## src/rtl/pulse_meter_if.sv

```systemverilog
`timescale 1ns/1ps
`default_nettype none
// ============================================================================
// Module   : pulse_meter_if
// Purpose  : Measurement result handshake between pulse_meter and its consumer.
//            The producer holds a result on m_width/m_level/m_sat while
//            m_valid is high; the consumer accepts it with m_ready.
// Revision : 1.0 - initial release
// ============================================================================
interface pulse_meter_if #(
  parameter int CNT_W = 16
);
  logic             m_valid;
  logic             m_ready;
  logic [CNT_W-1:0] m_width;
  logic             m_level;
  logic             m_sat;

  // Producer side: drives the held result, observes acceptance.
  modport master (
    output m_valid,
    output m_width,
    output m_level,
    output m_sat,
    input  m_ready
  );

  // Consumer side: observes the held result, drives acceptance.
  modport slave (
    input  m_valid,
    input  m_width,
    input  m_level,
    input  m_sat,
    output m_ready
  );
endinterface
`default_nettype wire

```

## src/rtl/pulse_meter.sv

```systemverilog
`timescale 1ns/1ps
`default_nettype none
// ============================================================================
// Module   : pulse_meter
// Purpose  : Measures the duration, in clk cycles, of each constant-level
//            interval of an asynchronous input. Each completed interval is
//            offered through a one-entry valid/ready output register.
// Revision : 1.0 - initial release
// ============================================================================
module pulse_meter #(
  parameter int CNT_W = 16
) (
  input  wire logic        clk,
  input  wire logic        rst,
  input  wire logic        en,
  input  wire logic        sig_in,
  pulse_meter_if.master    mbus,
  output logic             overrun,
  output logic [15:0]      edge_count
);

  localparam logic [CNT_W-1:0] c_CNT_MAX = '1;
  localparam logic [CNT_W-1:0] c_CNT_ONE = CNT_W'(1);

  typedef enum logic [1:0] {
    IDLE    = 2'd0,
    ARM     = 2'd1,
    MEASURE = 2'd2
  } state_t;

  state_t           r_state;
  state_t           w_state_nxt;
  logic             w_done;

  logic             r_sync1;
  logic             r_sync2;
  logic             r_prev;
  logic             w_edge;

  logic [CNT_W-1:0] r_cnt;

  logic             r_valid;
  logic [CNT_W-1:0] r_width;
  logic             r_level;
  logic             r_sat;
  logic             r_overrun;
  logic [15:0]      r_edge_count;

  logic             w_load;
  logic             w_accept;

  // An edge is any difference between the synchronized level and its history.
  assign w_edge   = r_sync2 ^ r_prev;

  // Result register accepts a new interval when empty or being drained now.
  assign w_accept = r_valid & mbus.m_ready;
  assign w_load   = w_done & (~r_valid | mbus.m_ready);

  // Two-flop synchronizer plus a history flop for edge detection.
  always_ff @(posedge clk) begin
    if (rst) begin
      r_sync1 <= 1'b0;
      r_sync2 <= 1'b0;
      r_prev  <= 1'b0;
    end else begin
      r_sync1 <= sig_in;
      r_sync2 <= r_sync1;
      r_prev  <= r_sync2;
    end
  end

  // FSM state register.
  always_ff @(posedge clk) begin
    if (rst) begin
      r_state <= IDLE;
    end else begin
      r_state <= w_state_nxt;
    end
  end

  // Next state; an interval completes only on an edge while measuring and enabled.
  always_comb begin
    w_state_nxt = r_state;
    w_done      = 1'b0;
    case (r_state)
      IDLE: begin
        if (en) begin
          w_state_nxt = ARM;
        end
      end
      ARM: begin
        // The interval running at arm time is partial, so wait for an edge.
        if (!en) begin
          w_state_nxt = IDLE;
        end else if (w_edge) begin
          w_state_nxt = MEASURE;
        end
      end
      MEASURE: begin
        // Dropping en discards the interval in progress.
        if (!en) begin
          w_state_nxt = IDLE;
        end else if (w_edge) begin
          w_done = 1'b1;
        end
      end
      default: begin
        w_state_nxt = IDLE;
      end
    endcase
  end

  // Interval counter: restarts at 1 on every edge, saturates at all-ones.
  always_ff @(posedge clk) begin
    if (rst) begin
      r_cnt <= '0;
    end else if (w_state_nxt == MEASURE) begin
      if (w_edge) begin
        r_cnt <= c_CNT_ONE;
      end else if (r_cnt != c_CNT_MAX) begin
        r_cnt <= r_cnt + c_CNT_ONE;
      end
    end else begin
      r_cnt <= '0;
    end
  end

  // One-entry result register with same-cycle accept and reload.
  always_ff @(posedge clk) begin
    if (rst) begin
      r_valid <= 1'b0;
      r_width <= '0;
      r_level <= 1'b0;
      r_sat   <= 1'b0;
    end else if (w_load) begin
      r_valid <= 1'b1;
      r_width <= r_cnt;
      r_level <= r_prev;
      r_sat   <= (r_cnt == c_CNT_MAX);
    end else if (w_accept) begin
      r_valid <= 1'b0;
    end
  end

  // Sticky overrun: a completed interval found the result register full.
  always_ff @(posedge clk) begin
    if (rst) begin
      r_overrun <= 1'b0;
    end else if (w_done && r_valid && !mbus.m_ready) begin
      r_overrun <= 1'b1;
    end
  end

  // Free-running edge counter, active in every state.
  always_ff @(posedge clk) begin
    if (rst) begin
      r_edge_count <= '0;
    end else if (w_edge) begin
      r_edge_count <= r_edge_count + 16'd1;
    end
  end

  assign mbus.m_valid = r_valid;
  assign mbus.m_width = r_width;
  assign mbus.m_level = r_level;
  assign mbus.m_sat   = r_sat;
  assign overrun      = r_overrun;
  assign edge_count   = r_edge_count;

endmodule
`default_nettype wire

```

## src/flat_wrapper.sv

```systemverilog
// flat-port wrapper written by rule: the top's interface ports become plain ports
module pulse_meter_flat 
#(
  parameter int CNT_W = 16
)
  (clk, rst, en, sig_in, overrun, edge_count, mbus_m_valid, mbus_m_width, mbus_m_level, mbus_m_sat, mbus_m_ready);
  pulse_meter_if #(.CNT_W(CNT_W)) mbus_i ();
  input  wire logic clk;
  input  wire logic rst;
  input  wire logic en;
  input  wire logic sig_in;
  output logic overrun;
  output logic [15:0] edge_count;
  output wire logic [$bits(mbus_i.m_valid)-1:0] mbus_m_valid;
  output wire logic [$bits(mbus_i.m_width)-1:0] mbus_m_width;
  output wire logic [$bits(mbus_i.m_level)-1:0] mbus_m_level;
  output wire logic [$bits(mbus_i.m_sat)-1:0] mbus_m_sat;
  input wire logic [$bits(mbus_i.m_ready)-1:0] mbus_m_ready;
  assign mbus_m_valid = mbus_i.m_valid;
  assign mbus_m_width = mbus_i.m_width;
  assign mbus_m_level = mbus_i.m_level;
  assign mbus_m_sat = mbus_i.m_sat;
  assign mbus_i.m_ready = mbus_m_ready;
  pulse_meter #(.CNT_W(CNT_W)) u_core (.clk(clk), .rst(rst), .en(en), .sig_in(sig_in), .mbus(mbus_i), .overrun(overrun), .edge_count(edge_count));
endmodule
```

## config.mk

```make
export PLATFORM = sky130hd
export DESIGN_NAME = pulse_meter_flat
export DESIGN_NICKNAME = d
export VERILOG_FILES = /design/src/rtl/pulse_meter_if.sv /design/src/rtl/pulse_meter.sv /design/src/flat_wrapper.sv
export SDC_FILE = /design/constraint.sdc
export NUM_CORES = 1
export LEC_CHECK = 0
export ABC_AREA = 1
export CAP_MARGIN = 30
export CORE_UTILIZATION = 48
export DETAILED_ROUTE_END_ITERATION = 6
export GPL_TIMING_DRIVEN = 0
export HOLD_SLACK_MARGIN = 0.12
export PLACE_DENSITY = 0.76
export SLEW_MARGIN = 0
export SYNTH_ARGS = -nofsm -noshare
export SYNTH_HDL_FRONTEND = slang
export SYNTH_SLANG_ARGS = --single-unit
```

## constraint.sdc

```tcl
create_clock -name clk -period 1.4 [get_ports clk]
set_input_delay 0.14 -clock clk [delete_from_list [all_inputs] [get_ports clk]]
set_output_delay 0.14 -clock clk [all_outputs]
set_load 0.02 [all_outputs]
```

# == Word level (Yosys, flattened, before mapping) ==
# Cells that the tools add are included.
# totals
inputBits,5
reg_bits,57
# classes
n_addsub,2
n_eq_ne,5
muxes,12
n_reduce_logical,8
n_bitwise,6
# op_table
cell,n
$add A16 B1 Y16 const B,2
$eq A16 B16 Y1 const B,1
$ne A16 B16 Y1 const B,1
$mux W2,4
$mux W1,7
$pmux W2 S3,1
$eq A2 B2 Y1 const B,2
$reduce_bool A2 Y1,2
$reduce_or A3 Y1,1
$and A1 B1 Y1,2
$eq A2 B1 Y1 const B,1
$logic_and A1 B1 Y1,2
$logic_not A2 Y1,1
$not A1 Y1,2
$reduce_or A2 Y1,1
$logic_not A1 Y1,1
$or A1 B1 Y1,1
$xor A1 B1 Y1,1

# == Depth between registers and ports, before layout ==
# Gate-level depths: netlist of the first run.
# logic_depth
ltp_word,7
mapped_depth,10

# == Worst setup path before layout of the first run ==
# No wires, ideal clock.
# synth_path
path_kind,flip-flop to flip-flop
startpoint,register u_core.r_cnt[0]
endpoint,register u_core.r_cnt[1]
setup_slack_ps,-71
setup_ps,116
arrival_ps,1356
path_buffers,1
stages_incl_launch_ff,10
required_ps,1284
cell_sequence,dfxtp_1 > ha_1 > nand2_1 > nor2_4 > nand2_4 > nor2_4 > inv_2 > buf_6 > nor2_1 > nor2_1
# synth_via
elab_chain_len,1
# synth_rtl
element,line_no,text
from (decl),pulse_meter.sv:40,logic [CNT_W-1:0] r_cnt;
from (signal assigned),pulse_meter.sv:119,r_cnt <= c_CNT_ONE;
from (signal assigned),pulse_meter.sv:121,r_cnt <= r_cnt + c_CNT_ONE;
$add A16 B1 Y16 or $ne A16 B16 Y1 (tied branches),"pulse_meter.sv:121, pulse_meter.sv:120",
# Several ways; a longest one is shown, not always the timed one.
# A chain may end at the register's enable or synchronous reset.

# == Final worst setup path of the first run ==
# layout_path
startpoint,register u_core.r_cnt[1]
endpoint,register u_core.r_cnt[5]
# Same word-level chain as after synthesis.

==> out/metrics.cfg, run 1 <==
[run_status]
status=finished clean

[grt]
antenna_found_initial=0
overflow=0
grt_max_degree=11
track_usage_pct=23.1
grt_pass1_vias=2182
grt_first_pass_wirelength_mm=9.63

[sta]
rsz0062_at_grt=true
tns_ns=0
period_needed_ns=1.38
skew_ns=0.00503
fmax_ghz=0.726
holdWs_ns=0.172
post-route-period-util_pct=98.4
setup_viol=0
max_slew_margin_pct=62.3
layout_setup_ws_ns=0.0227
slew_viol_final=0
finalHoldViolCount=0
worst_pin_slew_ns=0.566

[layout]
postLayoutCellArea_um2=3440
stdcell_count=501
areaGrowthSynthToFinish_pct=34.0
nNetsFinal=436
layout-drive-gt1-share_pct=21.8
finish.utilization_pct=67.0
diodes=0

[clock_network]
htreeDepth=3
path_clk_slew_ns=0.06
clockBufferDepth=2
cts_tree=yes
root_buffer=clkbuf_8
numCtsBuffers=9
clk_latency_ns=0.33
cts.sinks=57

[synthesis]
synthDistinctLibCells=29
syn_nets=374
yosysWarnings=0
ys_seq_elements=57
syn_area_per_cell_um2=7.01
ys_seq_area_share_pct=44.4
syn_area_um2=2570
netlist_instances=367

[setup_path]
cpPeakStageDelay_ns=0.36
reg2reg_from=u_core.r_cnt[1]
worstSetupStartpointType=register
critical-path-top-delay-family=simple AND/OR/NAND/NOR gates
worstPathRequired_ns=1.65
startpoint=u_core.r_cnt[1]
critPathCaptureType=register
cp_common_cell=nor2_4
path_buf_inv=2
crit_path_cell_trace=ha_4, nand2_2, nor2_4, nand2_4, nor2_4, inv_4, clkbuf_16, a31oi_1
cp_slowest_cell=dfxtp_4
worstPathArrival_ns=1.63
crit_type=register to register
crit_path_max_fanout=6

[worst_hold_path]
hp-start=rst
hold_class=primary input to register

[power]
ir_drop_mv=0.519
p_leak_nw=1.44
p_per_area_nw_per_um2=901
power.total_mw=3.10

[drt]
dr_wl_met3_um=349
drt_iter0_drc=149
routed_wl_mm=6.22
drc=0
vias_per_cell=5.06
wl_per_cell_um=12.4
wl_met1_mm=2.74
drtAntennaViolNets=0
num_vias=2536
drt_pre_antenna_iters=5
top_layer_used=met4
wl_met2_mm=3.01

[place]
numPortBuffers=39
placed_cells=476
dpl_cell_area_um2=3060
routabilityCongestion=0.888
dp_hpwl_mm=4.23
pre_cts_slack_ns=-0.287

[die]
die_area_um2=5650
initial_core_util_pct=50.0
boundaryPins=41
rows=26
die_height_um=75.2
dieWidth_um=75.2
design.core.area_um2=5140

[flow_run]
max-cap-violations=0

## tightest hold or removal path, stage by stage
cell and delay (ns):
buf_2 0.13, inv_2 0.08, o21ai_0 0.08, a21oi_1 0.04
## synth_stat cells
master / count / area share [%]
ha_1: 2 / 0.97
clkinv_2: 1 / 0.19
buf_2: 2 / 0.39
o21ai_0: 15 / 2.9
clkbuf_1: 3 / 0.44
nand4_1: 6 / 1.5
nand3_2: 2 / 0.78
buf_6: 2 / 0.88
o21a_1: 1 / 0.29
nor2_1: 51 / 7.4
nand2_2: 3 / 0.73
nand3_1: 18 / 3.5
nand3_4: 1 / 0.68
inv_4: 1 / 0.24
a21oi_2: 4 / 1.4
dfxtp_1: 57 / 44
xor2_1: 1 / 0.34
or2_2: 2 / 0.49
inv_1: 43 / 6.3
nand3b_1: 1 / 0.29
nor2_2: 2 / 0.49
inv_2: 3 / 0.44
a211oi_1: 1 / 0.29
nand2_1: 106 / 15
nor2_4: 3 / 1.3
a21oi_1: 24 / 4.7
a31oi_1: 9 / 2.2
nor3_1: 1 / 0.19
nand2_4: 2 / 0.88
## registers in the layout (all words and copies together) (netlist names)
signal,count
u_core.r_prev,1
u_core.r_cnt,16
u_core.mbus.m_level,1
u_core.r_sync1,1
u_core.mbus.m_valid,1
u_core.r_sync2,1
u_core.r_state,2
u_core.edge_count,16
u_core.mbus.m_width,16
u_core.overrun,1
u_core.mbus.m_sat,1
## per-layer routing
| metal | up-vias | track usage (%) |
|---|---|---|
| met1 | 1147 | 27.6 |
| met3 | 10 | 5.35 |
| met5 | - | 0 |
| li1 | 1288 | - |
| met4 | 0 | 10.7 |
| met2 | 91 | 39.6 |
## final cells by class
| cell class | count | area, µm² |
|---|---|---|
| Buffer | 7 | 50.0 |
| Clock buffer | 13 | 169 |
| Fill cell | 473 | 1700 |
| Inverter | 48 | 195 |
| Multi-Input combinational cell | 255 | 1320 |
| Sequential cell | 57 | 1170 |
| Tap cell | 70 | 87.6 |
| Timing Repair Buffer | 51 | 459 |
## cells by family after synthesis
group / share of synthesized area, %
AND/OR/NAND/NOR: 33.7
flip-flops: 44.4
buffers and inverters: 8.86
AO/OA/AOI/OAI: 11.7
adder cells (fa/ha/maj): 0.973
XOR/XNOR: 0.341
## report_power, final
group / internal (mW) / switching (mW)
clock network: 0.758 / 0.605
registers: 1.63 / 0.00811
logic: 0.0354 / 0.0658
total: 2.42 / 0.679
## placed cells by master, fill, tap and decap left out, types with 2 or more instances in the layout
master | synthesis | final
inv_1 | 43 | 42
nand3_1 | 18 | 18
nand4_1 | 6 | 6
nand2_2 | 3 | 7
clkbuf_1 | 3 | 4
dfxtp_2 | 0 | 15
dlygate4sd2_1 | 0 | 36
o21ai_0 | 15 | 14
nor2_2 | 2 | 13
nand2_1 | 106 | 101
a21oi_2 | 4 | 5
inv_2 | 3 | 3
nor2_4 | 3 | 6
a31oi_1 | 9 | 6
or2_2 | 2 | 2
buf_6 | 2 | 2
a31oi_2 | 0 | 3
dfxtp_4 | 0 | 2
dfxtp_1 | 57 | 40
a21oi_1 | 24 | 23
nand2_4 | 2 | 2
nand3_2 | 2 | 2
clkbuf_8 | 0 | 12
buf_4 | 0 | 9
nor2_1 | 51 | 37
clkdlybuf4s50_1 | 0 | 3
## what timing repair did
item	4_1_cts	5_1_grt
hold buffers	1	0
gates cloned	0	1
endpoints found under the setup margin	66	35
pin swaps	3	6
gates resized for setup	44	47
setup buffers	6	4
hold endpoints to repair	4	0
## path summary, 6_finish.rpt
path | to | slack [ns] | cells after the start
max | u_core.r_cnt[5] | 0.02 | 8
min | u_core.edge_count[0] | 0.17 | 4
min reg2reg | u_core.r_sync2 | 0.40 | 2
max reg2reg | u_core.r_cnt[5] | 0.02 | 8
No activity file was read; power rests on OpenSTA's default activity.
==> inputs of run 2 (changes only) <==
--- a/config.mk
+++ b/config.mk
@@ -7,7 +7,9 @@
 export LEC_CHECK = 0
 export ABC_AREA = 1
 export CAP_MARGIN = 30
+export CORE_MARGIN = 1.5
 export CORE_UTILIZATION = 48
+export CTS_CLUSTER_DIAMETER = 200
 export DETAILED_ROUTE_END_ITERATION = 6
 export GPL_TIMING_DRIVEN = 0
 export HOLD_SLACK_MARGIN = 0.12
==> run 2 against run 1 <==
Effect of this change:
- largest power group is now clock
- total power rose by 24%
- the flow now finishes with violations (setup timing)
- fmax shrank 5.1%
- via count up 4.0%
==> out/metrics.cfg, run 2 (synthesis gave the netlist of run 1 again) <==
[drt]
drc=0  ; unchanged
wl_per_cell_um=13.0  ; was 12.4 µm
num_vias=2638  ; was 2536
drtAntennaViolNets=0  ; unchanged
routed_wl_mm=6.62  ; was 6.22 mm
vias_per_cell=5.19  ; was 5.06
drt_iter0_drc=188  ; was 149
drt_pre_antenna_iters=5  ; unchanged

[layout]
postLayoutCellArea_um2=3590  ; was 3440 µm²
final_cell_mix=nand2_1, dfxtp_1, inv_1  ; was nand2_1, inv_1, dfxtp_1
nNetsFinal=440  ; was 436
fillers=422  ; was 473
stdcell_count=508  ; was 501
final_common_cell=nand2_1  ; unchanged
finish.utilization_pct=69.8  ; was 67.0%
layout-drive-gt1-share_pct=21.7  ; was 21.8%
diodes=0  ; unchanged
areaGrowthSynthToFinish_pct=39.5  ; was 34.0%

[setup_path]
critPathCaptureType=register  ; unchanged
worstPathArrival_ns=1.69  ; was 1.63 ns
worstSetupStartpointType=register  ; unchanged
crit_type=register to register  ; unchanged
r2r_cells=8  ; unchanged
reg2reg_setup_slack_ns=-0.05  ; was 0.02 ns
crit_path_max_fanout=5  ; was 6
r2r-end=u_core.r_cnt[4]  ; was u_core.r_cnt[5]
worstPathRequired_ns=1.64  ; was 1.65 ns
reg2reg_from=u_core.r_cnt[1]  ; unchanged

[die]
dieWidth_um=76.2  ; was 75.2 µm
die_area_um2=5800  ; was 5650 µm²
initial_core_util_pct=50.0  ; unchanged
rows=26  ; unchanged
die_height_um=76.2  ; was 75.2 µm
design.core.area_um2=5140  ; unchanged
boundaryPins=41  ; unchanged

[clock_network]
path_clk_slew_ns=0.07  ; was 0.06 ns
numCtsBuffers=9  ; unchanged
root_buffer=clkbuf_8  ; unchanged
clockBufferDepth=2  ; unchanged
clk_latency_ns=0.32  ; was 0.33 ns
cts.sinks=57  ; unchanged
htreeDepth=3  ; unchanged
cts_tree=yes  ; unchanged

[grt]
grt_pass1_vias=2223  ; was 2182
grt_max_degree=11  ; unchanged
grt_first_pass_wirelength_mm=10.1  ; was 9.63 mm
track_usage_pct=21.8  ; was 23.1%
antenna_found_initial=0  ; unchanged
overflow=0  ; unchanged

[sta]
max_slew_margin_pct=61.1  ; was 62.3%
holdWs_ns=0.210  ; was 0.172 ns
finalHoldViolCount=0  ; unchanged
layout_setup_ws_ns=-0.0508  ; was 0.0227 ns
period_needed_ns=1.45  ; was 1.38 ns
setup_viol=3  ; was 0
worst_pin_slew_ns=0.583  ; was 0.566 ns
rsz0062_at_grt=true  ; unchanged
post-route-period-util_pct=104  ; was 98.4%
slew_viol_final=0  ; unchanged
fmax_ghz=0.689  ; was 0.726 GHz
skew_ns=0.00828  ; was 0.00503 ns

[worst_hold_path]
hp-start=rst  ; unchanged
hold-path-cell-count=4  ; unchanged
hold_class=primary input to register  ; unchanged
whs_endpoint=u_core.edge_count[5]  ; was u_core.edge_count[0]

[place]
numPortBuffers=39  ; unchanged
dp_hpwl_mm=4.28  ; was 4.23 mm
placed_cells=476  ; unchanged
routabilityCongestion=0.903  ; was 0.888
dpl_cell_area_um2=3060  ; unchanged

[power]
power.total_mw=3.85  ; was 3.10 mW
p_leak_nw=1.58  ; was 1.44 nW
p_per_area_nw_per_um2=1070  ; was 901 nW/µm²
ir_drop_mv=0.715  ; was 0.519 mV

[run_status]
violations=setup timing
status=complete, but fails checks  ; was finished clean

[flow_run]
max-cap-violations=0  ; unchanged

run 2: cell count changes in the layout (fill, tap and decap cells not counted), moves of 4 or more:
cell / before / now
nor2_2: 13 / 9
buf_4: 9 / 13
dfxtp_2: 15 / 10
bufinv_16: 0 / 4
dfxtp_1: 40 / 45
run 2: area by class of cell:
type,count,area [µm²],area share (%)
inverter,48,193,5.37
sequential,57,1160,32.4
buffer,7,50.0,1.40
clock buffer,11,151,4.22
multi-input combinational,255,1320,36.7
tap,70,87.6,2.44
timing repair buffer,55,500,14.0
clock inverter,5,125,3.49
run 2: through the flow:
| step | setup slack (ns) | TNS [ns] |
|---|---|---|
| 3_3_place_gp | -0.227 | -4.04 |
| 5_1_grt | -0.121 | -1.02 |
| 6_report | -0.0508 | -0.0989 |
| 4_1_cts | -0.0183 | -0.0183 |
| 3_5_place_dp | -0.262 | -4.74 |
| 2_1_floorplan | 0.0118 | 0 |
run 2: worst max-delay path by stage:
stage,startpoint,end,slack [ns],cells after the start
final,u_core.r_cnt[1],u_core.r_cnt[4],-0.05,8
after global routing,u_core.r_cnt[1],u_core.r_cnt[2],-0.12,8
after CTS,u_core.r_cnt[0],u_core.r_cnt[1],-0.02,9
after detailed placement,en,u_core.mbus.m_width[10],-0.26,8
after global placement,en,u_core.mbus.m_width[10],-0.23,8
after floorplan,u_core.edge_count[0],u_core.edge_count[8],0.01,6
run 2: per-layer routing:
layer | track usage (%) | part of all wire (%)
met5 | 0 | 0
met1 | 27.2 | 44
met3 | 4.55 | 5.4
met4 | 9.07 | 1.8
met2 | 36.5 | 49
run 2: power by group:
group	switching (mW)	internal, mW	total (mW)
logic	0.0666	0.0342	0.101
registers	0.00904	1.63	1.64
clock network	0.656	1.46	2.11
total	0.732	3.12	3.85
run 2: worst max-delay path: stages, from the launching register on:
cell	delay, ns
dfxtp_4	0.37
ha_4	0.16
nand2_4	0.06
nor2_4	0.14
nand2_4	0.09
nor2_4	0.17
inv_4	0.07
clkbuf_16	0.15
a31oi_1	0.16
run 2: timing repair:
action	in CTS	in global routing
hold endpoints to repair	4	0
hold buffers	1	0
setup endpoints to repair	60	37
pin swaps	1	8
gates resized for setup	41	47
cloned	0	1
setup buffers	3	11
==> inputs of run 3 (changes only) <==
--- a/config.mk
+++ b/config.mk
@@ -13,7 +13,7 @@
 export DETAILED_ROUTE_END_ITERATION = 6
 export GPL_TIMING_DRIVEN = 0
 export HOLD_SLACK_MARGIN = 0.12
-export PLACE_DENSITY = 0.76
+export PLACE_DENSITY = 0.81
 export SLEW_MARGIN = 0
 export SYNTH_ARGS = -nofsm -noshare
 export SYNTH_HDL_FRONTEND = slang
==> run 3 against run 2 <==
Effect of this change:
- the flow now finishes without violations
- first-iteration DRC count rose by 4.3%
- hold slack lost 0.041 ns
- sequential share of layout area increased by 1.2 points
- register-to-register slack improved by 0.06 ns
- sequential power hardly changed
- count of clock-buffer cells in the layout grew 2
- worst setup slack improved by 0.055 ns
- final cell count grew 0.39%
- via count grew 1.6%
==> out/metrics.cfg, run 3 (synthesis gave the netlist of run 1 again) <==
[run_status]
status=finished clean  ; was complete, but fails checks

[grt]
use_met2_pct=40.0  ; was 36.5%
busiest_layer=met2  ; unchanged
grt_pass1_vias=2317  ; was 2223
grt_first_pass_wirelength_mm=10.7  ; was 10.1 mm
overflow=0  ; unchanged
track_usage_pct=22.9  ; was 21.8%
antenna_found_initial=0  ; unchanged
use_met1_pct=27.0  ; was 27.2%
grt_use_met3_pct=3.83  ; was 4.55%
grt_max_degree=11  ; unchanged

[sta]
fmax_ghz=0.717  ; was 0.689 GHz
post-route-period-util_pct=99.7  ; was 104%
slew_viol_final=0  ; unchanged
skew_ns=0.0110  ; was 0.00828 ns
holdWs_ns=0.168  ; was 0.210 ns
period_needed_ns=1.40  ; was 1.45 ns
worst_pin_slew_ns=0.595  ; was 0.583 ns
layout_setup_ws_ns=0.00452  ; was -0.0508 ns
rsz0062_at_grt=true  ; unchanged
setup_viol=0  ; was 3
finalHoldViolCount=0  ; unchanged
max_slew_margin_pct=60.4  ; was 61.1%

[setup_path]
cp_slowest_cell=dfxtp_4  ; unchanged
crit_path_max_fanout=4  ; was 5
worstSetupStartpointType=register  ; unchanged
critPathCaptureType=register  ; unchanged
worstPathRequired_ns=1.62  ; was 1.64 ns
crit_type=register to register  ; unchanged
crit_path_cell_trace=ha_4, nand2_4, nor2_4, nand2_4, nor2_4, buf_4, nand2_1, nand2_1, a21oi_2  ; was ha_4, nand2_4, nor2_4, nand2_4, nor2_4, inv_4, clkbuf_16, a31oi_1
worstPathArrival_ns=1.61  ; was 1.69 ns
cpPeakStageDelay_ns=0.37  ; about the same

[layout]
areaGrowthSynthToFinish_pct=35.4  ; was 39.5%
diodes=0  ; unchanged
final_cell_mix=nand2_1, inv_1, dfxtp_1  ; was nand2_1, dfxtp_1, inv_1
postLayoutCellArea_um2=3480  ; was 3590 µm²
layout-drive-gt1-share_pct=22.3  ; was 21.7%
multi_input_area_um2=1330  ; was 1320 µm²
final_common_cell=nand2_1  ; unchanged
regArea_um2=1170  ; was 1160 µm²
nNetsFinal=442  ; was 440
fillers=437  ; was 422

[clock_network]
cts_tree=yes  ; unchanged
numCtsBuffers=9  ; unchanged
path_clk_slew_ns=0.07  ; about the same
cts.sinks=57  ; unchanged
clk_latency_ns=0.34  ; was 0.32 ns
htreeDepth=3  ; unchanged
root_buffer=clkbuf_8  ; unchanged
clockBufferDepth=2  ; unchanged

[die]
dieWidth_um=76.2  ; unchanged
die_height_um=76.2  ; unchanged
boundaryPins=41  ; unchanged
initial_core_util_pct=50.0  ; unchanged
rows=26  ; unchanged
design.core.area_um2=5140  ; unchanged
die_area_um2=5800  ; unchanged

[place]
numPortBuffers=39  ; unchanged
routabilityCongestion=0.941  ; was 0.903
pre_cts_slack_ns=-0.239  ; was -0.262 ns
dpl_cell_area_um2=3060  ; unchanged
dp_hpwl_mm=4.30  ; was 4.28 mm

[power]
ir_drop_mv=0.603  ; was 0.715 mV
p_leak_nw=1.48  ; was 1.58 nW
p_per_area_nw_per_um2=894  ; was 1070 nW/µm²

[worst_hold_path]
hold_class=primary input to register  ; unchanged

[drt]
vias_per_cell=5.26  ; was 5.19
drc=0  ; unchanged
drt_iter0_drc=196  ; was 188
num_vias=2681  ; was 2638
drtAntennaViolNets=0  ; unchanged
drt_pre_antenna_iters=5  ; unchanged
wl_per_cell_um=13.2  ; was 13.0 µm
routed_wl_mm=6.71  ; was 6.62 mm

[flow_run]
max-cap-violations=0  ; unchanged

run 3: cell count changes in the layout (fill, tap and decap cells not counted), sizes merged:
cell / change
bufinv: -4
buf: +3
clkinv: +2
dlygate4sd2: +2
dlymetal6s2s: -2
clkbuf: +1
run 3: final cells by class:
type	instances	area share, %
plain buffers	7	1.58
flip-flops and latches	57	33.6
repair buffers	57	13.9
inverters	48	5.39
clock inverters	3	0.431
multi-input cells	255	38.1
clock buffers	13	4.57
well taps	70	2.52
run 3: power by group:
group | switching (mW) | internal (mW) | total, mW
sequential | 0.00770 | 1.63 | 1.64
combinational | 0.0646 | 0.0367 | 0.101
clock | 0.645 | 0.731 | 1.38
total | 0.717 | 2.39 | 3.11
run 3: timing repair:
item,in CTS,in global routing
resized for setup,49,41
setup endpoints to repair,71,34
buffers inserted,6,11
hold buffers,1,0
pin swaps,4,7
endpoints found under the hold margin,4,0
run 3: routing by layer:
metal	wire, µm	part of all wire [%]	vias to the layer above
li1	-	-	1303
met1	2710	40	1260
met2	3420	51	107
met3	459	6.8	11
met4	116	1.7	0
met5	0	0	-
run 3: path summary, 6_finish.rpt:
check	start	end	slack, ns	depth (start not counted)
min	rst	u_core.edge_count[8]	0.17	4
max	u_core.r_cnt[1]	u_core.r_cnt[0]	0.005	9
min reg2reg	u_core.r_sync1	u_core.r_sync2	0.40	2
max reg2reg	u_core.r_cnt[1]	u_core.r_cnt[0]	0.005	9
run 3: metrics by stage:
stage | std cells | utilization, % | TNS [ns] | power (mW)
after floorplan | 367 | - | 0 | 1.73
after global placement | 476 | 59.6 | -4.11 | 1.76
after detailed placement | 476 | 59.6 | -4.89 | 1.77
after CTS | 499 | 64.4 | 0 | 3.12
after global routing | 510 | 67.7 | -0.383 | 3.20
final | 510 | 67.7 | 0 | 3.11
run 3: worst max-delay path: cells and delay by family (launching register included):
kind | cells | cell delay, ns
flip-flops | 1 | 0.37
adder cells (fa/ha/maj) | 1 | 0.16
AND/OR/NAND/NOR | 6 | 0.52
AO/OA/AOI/OAI | 1 | 0.05
buffers and inverters | 1 | 0.16
